--- src/rtl/if_id_buffer_pkg.sv ---
// Shared ISA constants and IF/ID buffer types, used by fetch, decode and the IF/ID buffer.
package if_id_buffer_pkg;

    localparam logic [4:0] OPC_HALT = 5'b00000;
    localparam logic [4:0] OPC_NOP  = 5'b00001;

    // Canonical bubble: NOP opcode with all operand fields zero (16'h0800).
    localparam logic [15:0] ISA_NOP_INSTR = {OPC_NOP, 11'b0};

    typedef enum logic {
        StRun,
        StHalted
    } buf_state_e;

    typedef struct packed {
        logic [15:0] instr;
        logic [15:0] pc2;
    } if_id_entry_t;

    function automatic logic is_halt(input logic [15:0] instr);
        return instr[15:11] == OPC_HALT;
    endfunction

endpackage

--- src/rtl/if_id_entry_ram.sv ---
// IF/ID entry storage: register array with one write port and one asynchronous read port.
module if_id_entry_ram #(
    parameter int unsigned DEPTH = 2,
    parameter int unsigned Width = 32,
    localparam int unsigned AddrW = $clog2(DEPTH)
) (
    input  logic             clk_i,
    input  logic             we_i,
    input  logic [AddrW-1:0] waddr_i,
    input  logic [Width-1:0] wdata_i,
    input  logic [AddrW-1:0] raddr_i,
    output logic [Width-1:0] rdata_o
);

    // Data only; validity is tracked by the controller, so no reset is needed here.
    logic [Width-1:0] mem_q [DEPTH];

    always_ff @(posedge clk_i) begin
        if (we_i) begin
            mem_q[waddr_i] <= wdata_i;
        end
    end

    assign rdata_o = mem_q[raddr_i];

endmodule

--- src/rtl/if_id_buffer.sv ---
// IF/ID pipeline buffer: small instruction FIFO between fetch and decode with HALT stop and flush.
module if_id_buffer
    import if_id_buffer_pkg::*;
#(
    parameter int unsigned DEPTH     = 2,
    parameter logic [15:0] NOP_INSTR = ISA_NOP_INSTR
) (
    input  logic        clk,
    input  logic        rst,
    input  logic        in_valid,
    input  logic [15:0] in_instr,
    input  logic [15:0] in_pc2,
    output logic        in_ready,
    output logic        out_valid,
    output logic [15:0] out_instr,
    output logic [15:0] out_pc2,
    input  logic        out_ready,
    input  logic        flush,
    output logic        halted
);

    localparam int unsigned PtrW = $clog2(DEPTH);
    localparam logic [PtrW:0] DepthCnt = DEPTH[PtrW:0];

    logic [PtrW:0]   count_q;
    logic [PtrW-1:0] wr_ptr_q;
    logic [PtrW-1:0] rd_ptr_q;
    buf_state_e      state_q;

    logic         push;
    logic         pop;
    if_id_entry_t wr_entry;
    if_id_entry_t head_entry;

    // Registered-only ready: a full buffer refuses a push even if it pops on the same edge.
    assign in_ready  = (state_q == StRun) && (count_q < DepthCnt);
    assign out_valid = (count_q != '0);
    assign halted    = (state_q == StHalted);

    assign push = in_valid && in_ready && !flush;
    assign pop  = out_valid && out_ready && !flush;

    // Pointers are log2(DEPTH) wide, so the increment wraps DEPTH-1 -> 0 naturally.
    always_ff @(posedge clk or negedge rst) begin
        if (!rst) begin
            count_q  <= '0;
            wr_ptr_q <= '0;
            rd_ptr_q <= '0;
            state_q  <= StRun;
        end else if (flush) begin
            count_q  <= '0;
            wr_ptr_q <= '0;
            rd_ptr_q <= '0;
            state_q  <= StRun;
        end else begin
            if (push) begin
                wr_ptr_q <= wr_ptr_q + 1'b1;
            end
            if (pop) begin
                rd_ptr_q <= rd_ptr_q + 1'b1;
            end
            case ({push, pop})
                2'b10:   count_q <= count_q + 1'b1;
                2'b01:   count_q <= count_q - 1'b1;
                default: count_q <= count_q;
            endcase
            case (state_q)
                StRun: begin
                    if (push && is_halt(in_instr)) begin
                        state_q <= StHalted;
                    end
                end
                StHalted: state_q <= StHalted;
                default:  state_q <= StRun;
            endcase
        end
    end

    assign wr_entry.instr = in_instr;
    assign wr_entry.pc2   = in_pc2;

    if_id_entry_ram #(
        .DEPTH (DEPTH),
        .Width ($bits(if_id_entry_t))
    ) u_entry_ram (
        .clk_i   (clk),
        .we_i    (push),
        .waddr_i (wr_ptr_q),
        .wdata_i (wr_entry),
        .raddr_i (rd_ptr_q),
        .rdata_o (head_entry)
    );

    assign out_instr = out_valid ? head_entry.instr : NOP_INSTR;
    assign out_pc2   = out_valid ? head_entry.pc2   : 16'h0000;

endmodule

--- config.mk ---
export PLATFORM = sky130hd
export DESIGN_NAME = if_id_buffer
export DESIGN_NICKNAME = d
export VERILOG_FILES = /design/src/rtl/if_id_buffer_pkg.sv /design/src/rtl/if_id_entry_ram.sv /design/src/rtl/if_id_buffer.sv
export SDC_FILE = /design/constraint.sdc
export NUM_CORES = 1
export LEC_CHECK = 0
export ABC_AREA = 0
export CORE_MARGIN = 2
export CORE_UTILIZATION = 30
export DETAILED_ROUTE_END_ITERATION = 8
export PLACE_DENSITY = 0.56
export SETUP_SLACK_MARGIN = 0.1
export SYNTH_ARGS = -nofsm -noshare
export SYNTH_HDL_FRONTEND = slang
export SYNTH_SLANG_ARGS = --single-unit
--- constraint.sdc ---
create_clock -name clk -period 10.1 [get_ports clk]
set_clock_uncertainty 0.05 [all_clocks]
set_input_delay 2.02 -clock clk [delete_from_list [all_inputs] [get_ports clk]]
set_output_delay 2.02 -clock clk [all_outputs]
set_load 0.01 [all_outputs]
==> results.toml, run 1 <==
[status]
result_of_the_run = "finished, final reports clean"

[critical_path]
worstReg2RegEnd = "u_entry_ram.mem_q[1][5]"
path_type_of_the_worst_setup_path = "register to primary output"
end_kind = "primary output"
crit_path_max_fanout = 33
r2r_cells = 2
worst_setup_path_start_kind = "register"
timing.critical_path.arrival_ns = 2.22
r2r_setup_slack_ns = 8.12
cp_required_ns = 8.03
worst_r2r_startpoint = "count_q[1]"

[placed_design]
dp.final_hpwl_um = 3140
io_buffer_count = 71
gpl.final_weighted_congestion = 0.692
placed_cells_incl_taps = 337

[clock_network]
post_cts_clock_slew_at_the_launch_and_capture_registers_of_the_worst_setup_and_hold_paths_ns = 0.07
cts_inserted_buffers = 9
cts_hold_buf = 0
post_cts_resize_count = 0
post_cts_buffers = 0
number_of_clock_sinks = 69
clock_tree.htree_level_count = 3
clockRootBuffer = "clkbuf_8"
insertion_delay_ns = 0.33
cts_tree = "done"
cts_buffer_depth = 2

[yosys]
synthSimpleGateAreaFrac_pct = 7.52
mappedNetlistArea_um2 = 2680
post_synth_xor_area_fraction_pct = 0.654
synth-warning-count = 0
main_combinational_cell_family_by_area_after_synthesis = "multiplexers"
synthesis.area_per_instance_um2 = 16.4
yosys.area_share.adder_pct = 0
synth_compound_gate_area_share_pct = 1.59
netlist_instances = 163
postSynthRegisterBits = 69
seq_area_frac_synth_pct = 76.4
syn_nets = 200
synth.area.mux_share_pct = 12.0
synthDistinctLibCells = 19

[sta]
worst_pin_slew_ns = 0.972
timing_max_transition_violations_final = 0
post-route-period-util_pct = 42.4
hold_violations = 0
fin_setup_tns_ns = 0
post-route-min-period_ns = 4.29
final-setup-viol-count = 0
clock.fmax_mhz = 233
max-slew-margin-rel_pct = 35.2
grt_setup_unrepaired = "no"
whs_ns = 0.556

[worst_hold_path]
hold_end = "wr_ptr_q"
worstHoldPathType = "register to register"
hold_path.startpoint = "wr_ptr_q"
number_of_instances_on_the_worst_hold_path = 2

[detailed_routing]
detail_route.wl_per_cell_um = 13.9
drc_errors = 0
route.detailed.vias_per_inst = 4.32
drt_iter0_markers = 50
drtAntennaViolNets = 0
drt_wl_total_um = 4920
drt_pre_antenna_iters = 4
num_vias = 1526

[cells_and_area]
final_core_util_pct = 43.1
final_layout_size_suffix_gt1_share_pct = 8.98
antenna_cells_inserted = 0
areaGrowthSynthToFinish_pct = 39.7
nNetsFinal = 277
final.fill_count = 838
layout.cells.non_filler = 353

[power_and_ir_drop]
cellPowerDensity_nw_per_um2 = 181
peakVddDrop_mv = 0.0638
pnr_total_power_mw = 0.677
lkg_pwr_nw = 1.25

[global_route]
grt_remaining_overflow = 0
vias_in_the_first_global_route = 1585
grt_start_max_net_pins = 34
global_route_wire_length_before_repair_um = 8020
gr-usage-all-layers_pct = 10.8
grt_antenna_before_repair = 0

[die]
dieArea_um2 = 9700
num_rows = 34
die-width_um = 98.5
initial_utilization_pct = 30.9
chipHeight_um = 98.5
ios = 72
core_area_um2 = 8680

[run]
max-cap-violations = 0
==> per-layer routing <==
| metal | up-vias | GRT usage (%) | routed length, um |
|---|---|---|---|
| li1 | 757 | - | - |
| met1 | 722 | 13.8 | 2190 |
| met2 | 43 | 16.8 | 2380 |
| met3 | 4 | 2.98 | 286 |
| met4 | 0 | 5.69 | 53 |
| met5 | - | 0 | 0 |
==> where the power goes <==
group          switching [mW]  total (mW)  internal (mW)
combinational          0.0330      0.0792         0.0462
clock                  0.0988       0.261          0.163
sequential             0.0101       0.336          0.326
==> metrics by stage <==
step	area (um^2)	worst slack (ns)
after floorplan	2680	4.90
after CTS	3740	5.72
after global routing	3740	5.62
final	3740	5.81
after detailed placement	3510	6.06
after global placement	3510	6.08
==> cells in the mapped netlist (all sizes together) <==
cell type,number,area (um^2)
xor2,1,8.76
buf,7,42.5
and3b,1,10.0
dfrtp,5,125
nand2,2,7.51
nand4b,1,8.76
nor2,36,135
a21o,1,8.76
nor3b,3,33.8
xnor2,1,8.76
mux2i,32,320
inv,2,7.51
a21oi,3,15.0
nor4,1,6.26
a311oi,1,8.76
edfxtp,64,1920
o21ai,2,10.0
==> critical path: stages (launching register included) <==
cell and delay [ns]:
dfrtp_2 1.01, mux2i_1 0.21, nor2_1 0.13, clkdlybuf4s50_1 0.54
==> cell type report <==
type / count / area [um^2] / share of cell area (%)
flip-flops and latches: 69 / 2050 / 54.7
well taps: 108 / 135 / 3.61
clock buffers: 9 / 124 / 3.31
multi-input cells: 85 / 589 / 15.7
repair buffers: 73 / 726 / 19.4
inverters: 2 / 7.51 / 0.201
clock inverters: 7 / 114 / 3.04
==> cell usage in the layout (no fill, tap or decap), drive strengths merged <==
cell type	synthesis	final
a21o	1	1
clkinv	0	3
nor2	36	36
a311oi	1	1
buf	7	2
nand2	2	2
inv	2	2
nand4b	1	1
clkbuf	0	9
and3b	1	1
mux2i	32	32
clkdlybuf4s50	0	71
xnor2	1	1
dfrtp	5	5
o21ai	2	2
nor3b	3	3
a21oi	3	3
bufinv	0	3
xor2	1	1
nor4	1	1
edfxtp	64	64
clkinvlp	0	1
==> sequential cells by signal (all words and copies together) (netlist names) <==
register / flops
count_q: 2
halted: 1
rd_ptr_q: 1
u_entry_ram.mem_q: 64
wr_ptr_q: 1
==> logic make-up after synthesis <==
| group | after synthesis |
|---|---|
| buffers and inverters | 9 |
| DFF | 69 |
| and+or+nand+nor | 44 |
| xor gates and xnor gates | 2 |
| muxes | 32 |
| AOI/OAI and AO/OA | 7 |
==> worst max-delay path by stage <==
stage | start | end | slack [ns] | cells past startpoint
2_1_floorplan | in_valid | u_entry_ram.mem_q[0][0] | 4.90 | 2
3_3_place_gp | rd_ptr_q | out_instr[13] | 6.08 | 3
3_5_place_dp | in_valid | u_entry_ram.mem_q[1][20] | 6.06 | 3
4_1_cts | rd_ptr_q | out_pc2[8] | 5.72 | 3
5_1_grt | rd_ptr_q | out_pc2[12] | 5.62 | 3
6_report | rd_ptr_q | out_pc2[8] | 5.81 | 3
No activity file was read; power rests on OpenSTA's default activity.
==> run 2, diff against run 1 <==
--- a/config.mk
+++ b/config.mk
@@ -9,7 +9,7 @@
 export CORE_MARGIN = 2
 export CORE_UTILIZATION = 30
 export DETAILED_ROUTE_END_ITERATION = 8
-export PLACE_DENSITY = 0.56
+export PLACE_DENSITY = 0.58
 export SETUP_SLACK_MARGIN = 0.1
 export SYNTH_ARGS = -nofsm -noshare
 export SYNTH_HDL_FRONTEND = slang
==> constraint.sdc (replaced) <==
create_clock -name clk -period 3.5 [get_ports clk]
set_clock_uncertainty 0.05 [all_clocks]
set_input_delay 0.7 -clock clk [delete_from_list [all_inputs] [get_ports clk]]
set_output_delay 0.7 -clock clk [all_outputs]
set_load 0.01 [all_outputs]
==> run 2 against run 1 <==
Net effect: routed wire length is 2.7% lower; worst hold slack got worse by 0.020 ns; power grew to 2.8 times the previous value; sequential power grew to 2.9 times the previous value; cell area grew 0.40%; global-route usage is 0.65 points lower; non-clock buffer count grew 1; critical path depth is 1 higher; die area did not move; first-iteration DRC count is 44% higher; critical path type unchanged; largest cell class unchanged; largest power group unchanged.
==> results.toml, run 2 (synthesis gave the netlist of run 1 again) <==
[status]
result_of_the_run = "finished, final reports clean"

[detailed_routing]
drt_pre_antenna_iters = 4
drt_wl_total_um = 4790
route.detailed.vias_per_inst = 4.29
drc_errors = 0
detail_route.wl_per_cell_um = 13.5
drtAntennaViolNets = 0
drt_iter0_markers = 72
num_vias = 1518

[power_and_ir_drop]
internal_power_mw = 1.48
peakVddDrop_mv = 0.208
clkPwrFrac_pct = 36.0
seq_power_share_pct = 51.0
lkg_pwr_nw = 1.25
switch_share_pct = 21.6
net-switching-power_mw = 0.408
comb_power_share_pct = 13.0
cellPowerDensity_nw_per_um2 = 501

[sta]
grt_setup_unrepaired = "no"
post-route-period-util_pct = 80.8
timing_max_transition_violations_final = 0
post-route-min-period_ns = 2.83
clock.fmax_mhz = 354
hold_violations = 0
final-setup-viol-count = 0
fin_setup_tns_ns = 0
worst_pin_slew_ns = 0.782
max-slew-margin-rel_pct = 47.9

[die]
die-width_um = 98.5
chipHeight_um = 98.5
core_area_um2 = 8680
dieArea_um2 = 9700
ios = 72
num_rows = 34
initial_utilization_pct = 30.9

[critical_path]
r2r_setup_slack_ns = 1.49
cp_required_ns = 2.75
path_type_of_the_worst_setup_path = "register to primary output"
crit_path_max_fanout = 18
worst_r2r_startpoint = "count_q[1]"
worstReg2RegEnd = "u_entry_ram.mem_q[0][29]"
worst_setup_path_start_kind = "register"
end_kind = "primary output"
timing.critical_path.arrival_ns = 2.08
r2r_cells = 3

[clock_network]
insertion_delay_ns = 0.33
number_of_clock_sinks = 69
clockRootBuffer = "clkbuf_8"
post_cts_clock_slew_at_the_launch_and_capture_registers_of_the_worst_setup_and_hold_paths_ns = 0.07
cts_hold_buf = 0
post_cts_buffers = 0
clock_tree.htree_level_count = 3
cts_tree = "done"
cts_buffer_depth = 2
cts_inserted_buffers = 9
post_cts_resize_count = 0

[cells_and_area]
final-seq-area_um2 = 2050
final.fill_count = 809
multi_input_area_um2 = 596
largest_reg_flops = 64
areaGrowthSynthToFinish_pct = 40.3
antenna_cells_inserted = 0
mostFrequentLayoutCells = "clkdlybuf4s50_1 (71), edfxtp_1 (64), nor2_1 (35), mux2i_1 (32), clkbuf_8 (9)"
largest-register = "u_entry_ram.mem_q"
design_area_um2 = 3760
layout_commonest_cell = "clkdlybuf4s50_1"
final_layout_size_suffix_gt1_share_pct = 10.2
nNetsFinal = 278
top_regs = "u_entry_ram.mem_q: 64 flops, count_q: 2 flops"

[global_route]
grt_remaining_overflow = 0
gr-usage-all-layers_pct = 10.2
grt_start_max_net_pins = 33
global_route_wire_length_before_repair_um = 7420
grt_antenna_before_repair = 0
vias_in_the_first_global_route = 1474

[placed_design]
gpl.final_weighted_congestion = 0.764
placed_area_um2 = 3540
io_buffer_count = 71
dp.final_hpwl_um = 3150

[worst_hold_path]
worstHoldPathType = "primary input to asynchronous set/reset pin"

[run]
max-cap-violations = 0
==> run 2: changes by cell type in the layout (fill, tap and decap cells not counted) <==
cell and delta:
clkinv_2 +3, buf_12 +2, clkinvlp_4 +1, nor3b_4 +1, clkinv_1 -2, clkinv_4 -1
buf_4 -1, bufinv_16 -1, nor3b_2 -1
==> run 2: critical path: stages (launching register included) <==
cell             delay, ns
dfrtp_2               0.70
buf_12                0.25
mux2i_1               0.25
nand2_1               0.08
clkdlybuf4s50_1       0.48
==> run 2: power groups by stage <==
stage | registers (mW) | logic (mW) | clock network (mW)
2_1_floorplan | 0.968 | 0.118 | 0
3_3_place_gp | 0.979 | 0.249 | 0
3_5_place_dp | 0.980 | 0.250 | 0
4_1_cts | 0.961 | 0.251 | 0.699
5_1_grt | 0.965 | 0.266 | 0.728
6_report | 0.961 | 0.245 | 0.679
==> run 2: worst max path at each step <==
stage	startpoint	depth (start not counted)	end	slack [ns]
2_1_floorplan	in_valid	2	u_entry_ram.mem_q[0][0]	0.76
3_3_place_gp	in_valid	4	u_entry_ram.mem_q[0][3]	0.78
3_5_place_dp	in_valid	4	u_entry_ram.mem_q[0][28]	0.74
4_1_cts	rd_ptr_q	4	out_instr[11]	0.62
5_1_grt	rd_ptr_q	4	out_instr[9]	0.57
6_report	rd_ptr_q	4	out_instr[11]	0.67
==> run 2: layer usage <==
| metal | global-route usage [%] | wire length (um) | vias up |
|---|---|---|---|
| met1 | 13.1 | 2110 | 707 |
| met2 | 15.5 | 2280 | 45 |
| met5 | 0 | 0 | - |
| li1 | - | - | 758 |
| met4 | 5.06 | 93 | 0 |
| met3 | 3.33 | 299 | 8 |
==> run 2: layout make-up <==
type	count	area share, %
inverters	2	0.200
repair buffers	74	20.2
multi-input cells	85	15.8
flip-flops and latches	69	54.5
clock buffers	9	3.30
clock inverters	7	2.40
well taps	108	3.60
==> run 2: metrics by stage <==
| stage | hold slack [ns] | std cells | total power, mW | setup slack (ns) | util (%) |
|---|---|---|---|---|---|
| after detailed placement | 0.549 | 338 | 1.23 | 0.743 | 40.8 |
| after global placement | 0.542 | 338 | 1.23 | 0.775 | 40.8 |
| after CTS | 0.525 | 354 | 1.91 | 0.619 | 43.3 |
| after global routing | 0.530 | 354 | 1.96 | 0.566 | 43.3 |
| after floorplan | 0.354 | 163 | 1.09 | 0.759 | - |
| final | 0.536 | 354 | 1.88 | 0.673 | 43.3 |
==> run 3, diff against run 2 <==
==> constraint.sdc (replaced) <==
create_clock -name clk -period 2.6 [get_ports clk]
set_clock_uncertainty 0.05 [all_clocks]
set_input_delay 0.52 -clock clk [delete_from_list [all_inputs] [get_ports clk]]
set_output_delay 0.52 -clock clk [all_outputs]
set_load 0.01 [all_outputs]
==> run 3 against run 2 <==
Net effect: utilization up 0.46 points; largest power group unchanged; combinational power up 42%; count of clock-buffer cells in the layout unchanged.
==> results.toml, run 3 (synthesis gave the netlist of run 1 again) <==
[die]
chipHeight_um = 98.5
ios = 72
num_rows = 34
core_area_um2 = 8680
initial_utilization_pct = 30.9
dieArea_um2 = 9700
die-width_um = 98.5

[detailed_routing]
num_vias = 1543
drtAntennaViolNets = 0
drt_pre_antenna_iters = 4
detail_route.wl_per_cell_um = 13.7
route.detailed.vias_per_inst = 4.31
drc_errors = 0
drt_wl_total_um = 4910
drt_iter0_markers = 59

[global_route]
vias_in_the_first_global_route = 1614
gr-usage-all-layers_pct = 10.9
grt_start_max_net_pins = 33
global_route_wire_length_before_repair_um = 7910
grt_remaining_overflow = 0
grt_antenna_before_repair = 0

[sta]
clock.fmax_mhz = 420
final-setup-viol-count = 0
post-route-min-period_ns = 2.38
grt_setup_unrepaired = "no"
post-route-period-util_pct = 91.5
fin_setup_tns_ns = 0
max-slew-margin-rel_pct = 79.9
timing_max_transition_violations_final = 0
worst_pin_slew_ns = 0.301
hold_violations = 0

[cells_and_area]
nNetsFinal = 282
antenna_cells_inserted = 0
top_regs = "u_entry_ram.mem_q: 64 flops, count_q: 2 flops"
largest_reg_flops = 64
layout.cells.non_filler = 358
areaGrowthSynthToFinish_pct = 41.8
mostFrequentLayoutCells = "clkdlybuf4s50_1 (71), edfxtp_1 (64), nor2_1 (35), mux2i_1 (32), clkbuf_8 (9)"
final.fill_count = 819
final_layout_size_suffix_gt1_share_pct = 11.2
largest-register = "u_entry_ram.mem_q"
layout_commonest_cell = "clkdlybuf4s50_1"

[placed_design]
placed_cells_incl_taps = 341
gpl.final_weighted_congestion = 0.692
dp.final_hpwl_um = 3380
io_buffer_count = 71

[power_and_ir_drop]
pnr_total_power_mw = 2.54
peakVddDrop_mv = 0.323
lkg_pwr_nw = 1.28
cellPowerDensity_nw_per_um2 = 669

[critical_path]
cp_required_ns = 2.03
worst_setup_path_start_kind = "register"
end_kind = "primary output"
crit_path_max_fanout = 14
r2r_setup_slack_ns = 0.95
worstReg2RegEnd = "u_entry_ram.mem_q[0][25]"
critPathLaunch = "count_q[0]"
r2r_cells = 3
path_type_of_the_worst_setup_path = "register to primary output"
worst_r2r_startpoint = "count_q[1]"
timing.critical_path.arrival_ns = 1.81
critPathCapture = "out_instr[12]"

[clock_network]
insertion_delay_ns = 0.34
post_cts_clock_slew_at_the_launch_and_capture_registers_of_the_worst_setup_and_hold_paths_ns = 0.07
cts_inserted_buffers = 9
number_of_clock_sinks = 69
cts_tree = "done"
clock_tree.htree_level_count = 3
cts_buffer_depth = 2
clockRootBuffer = "clkbuf_8"

[status]
result_of_the_run = "finished, final reports clean"

[worst_hold_path]
worstHoldPathType = "primary input to asynchronous set/reset pin"

[run]
max-cap-violations = 0
[run 3: changes by cell type in the layout (fill, tap and decap cells not counted), sizes merged]
| cell | delta |
|---|---|
| clkinv | +2 |
| buf | +4 |
| clkinvlp | -2 |
[run 3: worst min path at each step]
stage,startpoint,endpoint,cells after the start
after floorplan,rst,count_q[0],0
after global placement,halted,halted,2
after detailed placement,halted,halted,2
after CTS,rst,wr_ptr_q,1
after global routing,rst,count_q[0],1
final,rst,halted,1
[run 3: routing by layer]
| layer | vias to the layer above | GRT usage [%] | part of all wire (%) | routed length [um] |
|---|---|---|---|---|
| li1 | 763 | - | - | - |
| met1 | 716 | 13.0 | 42 | 2050 |
| met2 | 56 | 17.3 | 49 | 2420 |
| met3 | 8 | 4.54 | 7.2 | 355 |
| met4 | 0 | 5.06 | 1.8 | 86 |
| met5 | - | 0 | 0 | 0 |
[run 3: final cells by class]
type	instances	area (um^2)	share of cell area [%]
clock inverter	7	90.1	2.37
multi-input combinational	85	601	15.8
timing repair buffer	78	792	20.8
clock buffer	9	124	3.26
sequential	69	2050	54.0
inverter	2	7.51	0.198
tap	108	135	3.56
[run 3: critical path, stage by stage (launching register included)]
cell and delay (ns):
dfrtp_1 0.48, nor2_4 0.07, buf_4 0.18, nor2_1 0.17, clkdlybuf4s50_1 0.57
[run 3: repair_timing]
item | 4_1_cts | 5_1_grt
setup endpoints to repair | 6 | 3
resized for setup | 0 | 2
hold buffers | 0 | 0
setup buffers | 1 | 0
endpoints found under the hold margin | 0 | 0
[run 3: power by group]
part	switching [mW]	total, mW	internal, mW	leakage (nW)
Sequential	0.0178	1.28	1.27	0.651
Clock	0.376	0.910	0.534	0.108
Combinational	0.154	0.348	0.194	0.517
[run 3: stage by stage]
step                      instance area, um^2  worst slack [ns]  util [%]  hold slack, ns
final                                    3800             0.221      43.8           0.365
after CTS                                3790             0.138      43.7           0.348
after global routing                     3800             0.127      43.8           0.371
after floorplan                          2690             0.459         -           0.174
after global placement                   3570             0.418      41.2           0.559
after detailed placement                 3570             0.403      41.2           0.553
